==> src/rtl/uart_cmd_pkg.sv <==
// Shared types and constants for the badge UART command transmitter.
// UART_CMD_TX_CHECKSUM_EN adds a fourth (checksum) byte to every frame.
package uart_cmd_pkg;

    typedef enum logic [1:0] {
        BT_IDLE,
        BT_START,
        BT_DATA,
        BT_STOP
    } byte_state_t;

    typedef enum logic [1:0] {
        SEQ_IDLE,
        SEQ_SEND,
        SEQ_GAP
    } seq_state_t;

    localparam logic [7:0] MODE_SHOOTING_FLAGS = 8'h41;
    localparam logic [7:0] MODE_AES_KEY_STORE  = 8'h42;
    localparam logic [7:0] ARG_RESET           = 8'h60;

`ifdef UART_CMD_TX_CHECKSUM_EN
    localparam int unsigned FRAME_LEN = 4;
`else
    localparam int unsigned FRAME_LEN = 3;
`endif

    // Frame layout: mode, arg, mode (endchar-framed), optional checksum.
    function automatic logic [7:0] frame_byte(input logic [2:0] idx,
                                              input logic [7:0] mode,
                                              input logic [7:0] arg);
        logic [7:0] b;
        b = mode;
        case (idx)
            3'd1:    b = arg;
`ifdef UART_CMD_TX_CHECKSUM_EN
            3'd3:    b = mode ^ arg ^ mode;
`endif
            default: b = mode;
        endcase
        return b;
    endfunction

endpackage

==> src/rtl/uart_byte_tx.sv <==
// 8N1 byte serializer with valid/ready input; accepts the next byte on the
// last cycle of STOP so consecutive bytes run back to back.
module uart_byte_tx
    import uart_cmd_pkg::*;
#(
    parameter int unsigned CLKS_PER_BIT = 10764
) (
    input  logic       clk,
    input  logic       reset_n,
    input  logic       in_valid,
    input  logic [7:0] in_data,
    output logic       in_ready,
    output logic       tx,
    output logic       stop_end
);

    localparam int unsigned CNT_W = (CLKS_PER_BIT > 1) ? $clog2(CLKS_PER_BIT) : 1;
    localparam logic [CNT_W-1:0] CNT_MAX = CNT_W'(CLKS_PER_BIT - 1);

    byte_state_t      state_q, state_d;
    logic [CNT_W-1:0] cnt_q, cnt_d;
    logic [2:0]       bit_q, bit_d;
    logic [7:0]       sh_q, sh_d;
    logic             tx_q, tx_d;
    logic             bit_end;

    assign bit_end = (cnt_q == CNT_MAX);
    assign tx      = tx_q;

    always_ff @(posedge clk or negedge reset_n) begin
        if (!reset_n) begin
            state_q <= BT_IDLE;
            cnt_q   <= '0;
            bit_q   <= '0;
            sh_q    <= '0;
            tx_q    <= 1'b1;
        end else begin
            state_q <= state_d;
            cnt_q   <= cnt_d;
            bit_q   <= bit_d;
            sh_q    <= sh_d;
            tx_q    <= tx_d;
        end
    end

    always_comb begin
        state_d  = state_q;
        cnt_d    = bit_end ? '0 : cnt_q + CNT_W'(1);
        bit_d    = bit_q;
        sh_d     = sh_q;
        tx_d     = tx_q;
        in_ready = 1'b0;
        stop_end = 1'b0;
        case (state_q)
            BT_IDLE: begin
                in_ready = 1'b1;
                cnt_d    = '0;
                tx_d     = 1'b1;
                if (in_valid) begin
                    sh_d    = in_data;
                    tx_d    = 1'b0;
                    state_d = BT_START;
                end
            end
            BT_START: begin
                if (bit_end) begin
                    state_d = BT_DATA;
                    bit_d   = '0;
                    tx_d    = sh_q[0];
                end
            end
            BT_DATA: begin
                if (bit_end) begin
                    if (bit_q == 3'd7) begin
                        state_d = BT_STOP;
                        tx_d    = 1'b1;
                    end else begin
                        bit_d = bit_q + 3'd1;
                        sh_d  = sh_q >> 1;
                        tx_d  = sh_q[1];
                    end
                end
            end
            BT_STOP: begin
                if (bit_end) begin
                    stop_end = 1'b1;
                    in_ready = 1'b1;
                    if (in_valid) begin
                        sh_d    = in_data;
                        tx_d    = 1'b0;
                        state_d = BT_START;
                    end else begin
                        state_d = BT_IDLE;
                    end
                end
            end
            default: state_d = BT_IDLE;
        endcase
    end

endmodule

==> src/rtl/uart_cmd_tx.sv <==
// Badge UART command transmitter: sends mode, arg, mode then an idle gap.
// Define UART_CMD_TX_CHECKSUM_EN to append a checksum byte (4-byte frame).
module uart_cmd_tx
    import uart_cmd_pkg::*;
#(
    parameter int unsigned CLKS_PER_BIT = 10764,
    parameter int unsigned GAP_BITS     = 2
) (
    input  logic       clk,
    input  logic       reset_n,
    input  logic       cmd_valid,
    output logic       cmd_ready,
    input  logic [7:0] cmd_mode,
    input  logic [7:0] cmd_arg,
    output logic       tx,
    output logic       busy,
    output logic       frame_done
);

    localparam int unsigned CNT_W = (CLKS_PER_BIT > 1) ? $clog2(CLKS_PER_BIT) : 1;
    localparam logic [CNT_W-1:0] CNT_MAX = CNT_W'(CLKS_PER_BIT - 1);
    localparam int unsigned GAP_W = (GAP_BITS > 1) ? $clog2(GAP_BITS) : 1;
    localparam logic [GAP_W-1:0] GAP_MAX = GAP_W'((GAP_BITS > 0) ? GAP_BITS - 1 : 0);

    seq_state_t       seq_q, seq_d;
    logic [2:0]       idx_q, idx_d;
    logic [7:0]       mode_q, mode_d;
    logic [7:0]       arg_q, arg_d;
    logic [CNT_W-1:0] gtick_q, gtick_d;
    logic [GAP_W-1:0] gbit_q, gbit_d;
    logic             fd_q, fd_d;

    logic             byte_valid;
    logic [7:0]       byte_data;
    logic             byte_ready;
    logic             stop_end;

    uart_byte_tx #(
        .CLKS_PER_BIT(CLKS_PER_BIT)
    ) u_byte_tx (
        .clk     (clk),
        .reset_n (reset_n),
        .in_valid(byte_valid),
        .in_data (byte_data),
        .in_ready(byte_ready),
        .tx      (tx),
        .stop_end(stop_end)
    );

    assign cmd_ready  = (seq_q == SEQ_IDLE);
    assign busy       = (seq_q != SEQ_IDLE);
    assign frame_done = fd_q;

    always_ff @(posedge clk or negedge reset_n) begin
        if (!reset_n) begin
            seq_q   <= SEQ_IDLE;
            idx_q   <= '0;
            mode_q  <= '0;
            arg_q   <= '0;
            gtick_q <= '0;
            gbit_q  <= '0;
            fd_q    <= 1'b0;
        end else begin
            seq_q   <= seq_d;
            idx_q   <= idx_d;
            mode_q  <= mode_d;
            arg_q   <= arg_d;
            gtick_q <= gtick_d;
            gbit_q  <= gbit_d;
            fd_q    <= fd_d;
        end
    end

    always_comb begin
        seq_d      = seq_q;
        idx_d      = idx_q;
        mode_d     = mode_q;
        arg_d      = arg_q;
        gtick_d    = gtick_q;
        gbit_d     = gbit_q;
        fd_d       = 1'b0;
        byte_valid = 1'b0;
        byte_data  = '0;
        case (seq_q)
            SEQ_IDLE: begin
                // First byte goes straight from the port so tx falls right after accept.
                byte_valid = cmd_valid;
                byte_data  = cmd_mode;
                if (cmd_valid) begin
                    mode_d = cmd_mode;
                    arg_d  = cmd_arg;
                    idx_d  = 3'd1;
                    seq_d  = SEQ_SEND;
                end
            end
            SEQ_SEND: begin
                byte_valid = (idx_q < 3'(FRAME_LEN));
                byte_data  = frame_byte(idx_q, mode_q, arg_q);
                if (byte_valid && byte_ready) begin
                    idx_d = idx_q + 3'd1;
                end
                if (stop_end && !byte_valid) begin
                    fd_d    = 1'b1;
                    gtick_d = '0;
                    gbit_d  = '0;
                    seq_d   = (GAP_BITS == 0) ? SEQ_IDLE : SEQ_GAP;
                end
            end
            SEQ_GAP: begin
                gtick_d = gtick_q + CNT_W'(1);
                if (gtick_q == CNT_MAX) begin
                    gtick_d = '0;
                    if (gbit_q == GAP_MAX) begin
                        gbit_d = '0;
                        seq_d  = SEQ_IDLE;
                    end else begin
                        gbit_d = gbit_q + GAP_W'(1);
                    end
                end
            end
            default: seq_d = SEQ_IDLE;
        endcase
    end

endmodule

==> config.mk <==
export PLATFORM = sky130hd
export DESIGN_NAME = uart_cmd_tx
export DESIGN_NICKNAME = d
export VERILOG_FILES = /design/src/rtl/uart_cmd_pkg.sv /design/src/rtl/uart_byte_tx.sv /design/src/rtl/uart_cmd_tx.sv
export SDC_FILE = /design/constraint.sdc
export NUM_CORES = 1
export LEC_CHECK = 0
export BUFFER_PORTS_ARGS = -buffer_cell sky130_fd_sc_hd__buf_2
export CORE_ASPECT_RATIO = 0.5
export CORE_MARGIN = 3
export CORE_UTILIZATION = 40
export CTS_CLUSTER_SIZE = 10
export DETAILED_ROUTE_END_ITERATION = 12
export SLEW_MARGIN = 0
export SYNTH_ARGS = -nofsm -noshare
export SYNTH_HDL_FRONTEND = slang
export SYNTH_SLANG_ARGS = --single-unit
==> constraint.sdc <==
create_clock -name clk -period 3.2 [get_ports clk]
set_input_delay 0.16 -clock clk [delete_from_list [all_inputs] [get_ports clk]]
set_output_delay 0.16 -clock clk [all_outputs]
set_load 0.05 [all_outputs]
==> reports/results.tsv <==
stage	metric	value	unit
status	status	finished with violations	
status	failing checks	negative hold slack	
global_route	first-pass GRT wire length	12.6	mm
sta	Peak Freq	0.402	GHz
sta	TNS Setup	0	ns
layout	most frequent cells in the layout	71 x nand2_1, 64 x dfrtp_1, 26 x nor2_1	
critical_path	crit start category	register	
layout	post-route cell area	0.00402	mm²
critical_path	reg-to-reg setup timing slack	0.71	ns
sta	final worst path period share	0.777	
critical_path	CP Cell Sequence	or3b_2 -> o21ai_1 -> a32oi_4 -> mux2_2	
layout	multi-input logic area	0.00175	mm²
sta	crit path time final	2.49	ns
clock_tree	clock sink count	65	
drt	Remaining DRCs	0	
synthesis	syn_area_per_cell	9.42	µm²
global_route	grt total ovfl	0	
layout	most common cell after layout, fill and taps aside	nand2_1	
drt	vias per cell	5.29	
placed_design	HPWL Detailed	4.97	mm
synthesis	Synth top area share	0.458	
drt	first-pass iteration count of the detailed router	5	
sta	Final Setup Violations	0	
clock_tree	Post-CTS Hold Fix Bufs	0	
global_route	largest net degree at the start of global routing	44	
synthesis	Syn Nets	402	
critical_path	Worst Path Required	3.40	ns
synthesis	EDFF count, synth	0	
synthesis	Async SR Flop Fraction	1.00	
synthesis	Ys Warns	0	
synthesis	synth top area cells	dfrtp_1 46%, nand2_1 7.6%, mux2i_1 5.2%, ha_1 4.3%, a21oi_1 3.6%	
drt	Routed WL	7.07	mm
hold_path	Worst Hold Class	input pin to async pin	
critical_path	crit-path max FO	23	
layout	share of cells above drive strength 1	0.143	
power_and_ir_drop	Leak	1.91	nW
sta	Final Hold Viols	17	
sta	unrepaired setup endpoints after global routing	no	
drt	via count	2709	
clock_tree	buffer count from post-CTS setup fixing	0	
global_route	number of global-route vias before repair	2652	
clock_tree	clock latency on the worst-skew pair	0.32	ns
critical_path	Slowest cell on crit path	dfrtp_1	
power_and_ir_drop	Worst IR Drop VDD	0.000335	V
floorplan	io pins	23	
critical_path	Crit Path Category	register to register	
synthesis	Synth Register Bits	65	
drt	initial drt markers	145	
floorplan	DIE WIDTH	138	µm
critical_path	FF-to-FF path depth	4	
layout	Fill cells	787	
sta	Slew headroom	0.364	
critical_path	biggest cell delay along the critical path	0.74	ns
clock_tree	TritonCTS buffer count	9	
clock_tree	CTS H-tree depth	3	
global_route	All-Layer GR Usage	0.154	
synthesis	register area share after synthesis	0.466	
critical_path	CP Buf/Inv Count	0	
power_and_ir_drop	total power	2.92	mW
placed_design	routability cong.	0.846	
synthesis	Synth Instances	371	
floorplan	Die H	72.1	µm
synthesis	Most used DFF post-synth	dfrtp_1	
synthesis	unique cell type count in the Yosys netlist	53	
clock_tree	Max clock buf depth	2	
floorplan	Die Area	0.00996	mm²
critical_path	Crit path max-delay family	compound AO/OA/AOI/OAI gates	
floorplan	Std-Cell Rows	23	
clock_tree	# resized after CTS	0	
sta	Slew Limit Fails	0	
clock_tree	Worst-path clk slew	0.05	ns
global_route	initial antenna violation count	0	
synthesis	Post-Syn Area	0.00349	mm²
layout	antenna diode count	0	
sta	Max Clock Skew	0.00365	ns
synthesis	cell taking the most area after synthesis	dfrtp_1	
sta	Hold Worst Slack	-0.0108	ns
critical_path	Worst EP arrival	2.69	ns
drt	Avg WL per Cell	13.8	µm
placed_design	IO buf count	22	
drt	Post-DRT Antenna Nets	0	
critical_path	critical path capture point type	register	
critical_path	Reg-to-Reg End	u_byte_tx.sh_q[7]	
floorplan	core area	0.00823	mm²
layout	Register Area	0.00163	mm²
floorplan	Initial Util	0.424	
flow_run	Max Cap Viol	0	
clock_tree	Root Buffer	clkbuf_16	
sta	Least-Margin Pin Slew	0.953	ns
layout	Area growth syn-to-layout	15.0	%
layout	nets	426	
clock_tree	CTS tree	yes	
power_and_ir_drop	Power Density	726	mW/mm²
placed_design	DP Area	0.00371	mm²
critical_path	RR Startpoint	seq_q[0]	
-- worst max-delay path by stage --
stage,startpoint,to,slack (ns),depth (start not counted)
final,seq_q[0],u_byte_tx.sh_q[7],0.71,4
after global routing,seq_q[0],u_byte_tx.sh_q[7],0.47,4
after CTS,seq_q[0],u_byte_tx.sh_q[7],0.72,4
after detailed placement,seq_q[0],u_byte_tx.sh_q[7],0.73,4
after floorplan,seq_q[0],arg_q[6],1.04,8
after global placement,seq_q[0],u_byte_tx.sh_q[7],0.81,4
-- area by class of cell --
cell class,instances,area share
well taps,112,0.0349
clock buffers,14,0.0682
repair buffers,25,0.0330
multi-input cells,279,0.436
clock inverters,2,0.00872
inverters,15,0.0140
flip-flops and latches,65,0.405
-- power breakdown --
part | internal (mW) | switching [mW] | total [mW] | leakage, nW
Combinational | 0.367 | 0.461 | 0.828 | 0.906
Clock | 0.666 | 0.336 | 1.00 | 0.153
Sequential | 0.966 | 0.122 | 1.09 | 0.850
Total | 2.00 | 0.918 | 2.92 | 1.91
-- per-layer routing --
metal / wire (µm) / vias up / track usage
li1: - / 1351 / -
met1: 3370 / 1305 / 0.198
met2: 3350 / 47 / 0.254
met3: 269 / 6 / 0.0474
met4: 76 / 0 / 0.0471
met5: 0 / - / 0
-- Yosys cell counts, types with 3 or more instances --
| library cell | n |
|---|---|
| and3_1 | 7 |
| ha_1 | 12 |
| a22o_1 | 8 |
| nand2b_1 | 3 |
| nand2_1 | 71 |
| and4_1 | 3 |
| nor2_1 | 26 |
| buf_2 | 3 |
| a21oi_1 | 25 |
| clkbuf_1 | 7 |
| nor2b_1 | 4 |
| mux2_2 | 4 |
| nor3_1 | 6 |
| dfrtp_1 | 64 |
| nand4_1 | 6 |
| a211oi_1 | 10 |
| inv_1 | 15 |
| o21ai_0 | 17 |
| nand3_1 | 7 |
| or3_1 | 8 |
| mux2i_1 | 18 |
| o21ai_1 | 3 |
| xor2_1 | 8 |
-- cells by family (layout without fill, tap and decap cells) --
| logic type | count (synthesis) | after routing | synth area share |
|---|---|---|---|
| simple gates | 159 | 159 | 0.230 |
| compound gates | 77 | 77 | 0.142 |
| flops | 65 | 65 | 0.466 |
| buf+inv | 27 | 56 | 0.0322 |
| mux | 22 | 22 | 0.0645 |
| fa+ha+maj | 12 | 12 | 0.0430 |
| xor+xnor | 9 | 9 | 0.0226 |
-- stage by stage --
| stage | utilization | setup WS (ns) | instances | hold slack, ns |
|---|---|---|---|---|
| 6_report | 0.488 | 0.714 | 512 | -0.0108 |
| 5_1_grt | 0.488 | 0.473 | 512 | 0.0264 |
| 2_1_floorplan | - | 1.04 | 371 | -0.136 |
| 3_3_place_gp | 0.451 | 0.809 | 496 | 0.350 |
| 4_1_cts | 0.488 | 0.718 | 512 | 0.0120 |
| 3_5_place_dp | 0.451 | 0.726 | 496 | 0.355 |
-- sequential cells by signal, indices dropped and copies added, names as in the netlist --
signal,cells
frame_done,1
u_byte_tx.sh_q,8
u_byte_tx.cnt_q,14
gbit_q,1
u_byte_tx.tx,1
gtick_q,14
mode_q,8
arg_q,8
u_byte_tx.bit_q,3
u_byte_tx.state_q,2
seq_q,2
idx_q,3
Note: power is estimated with default switching activity, not from simulation.
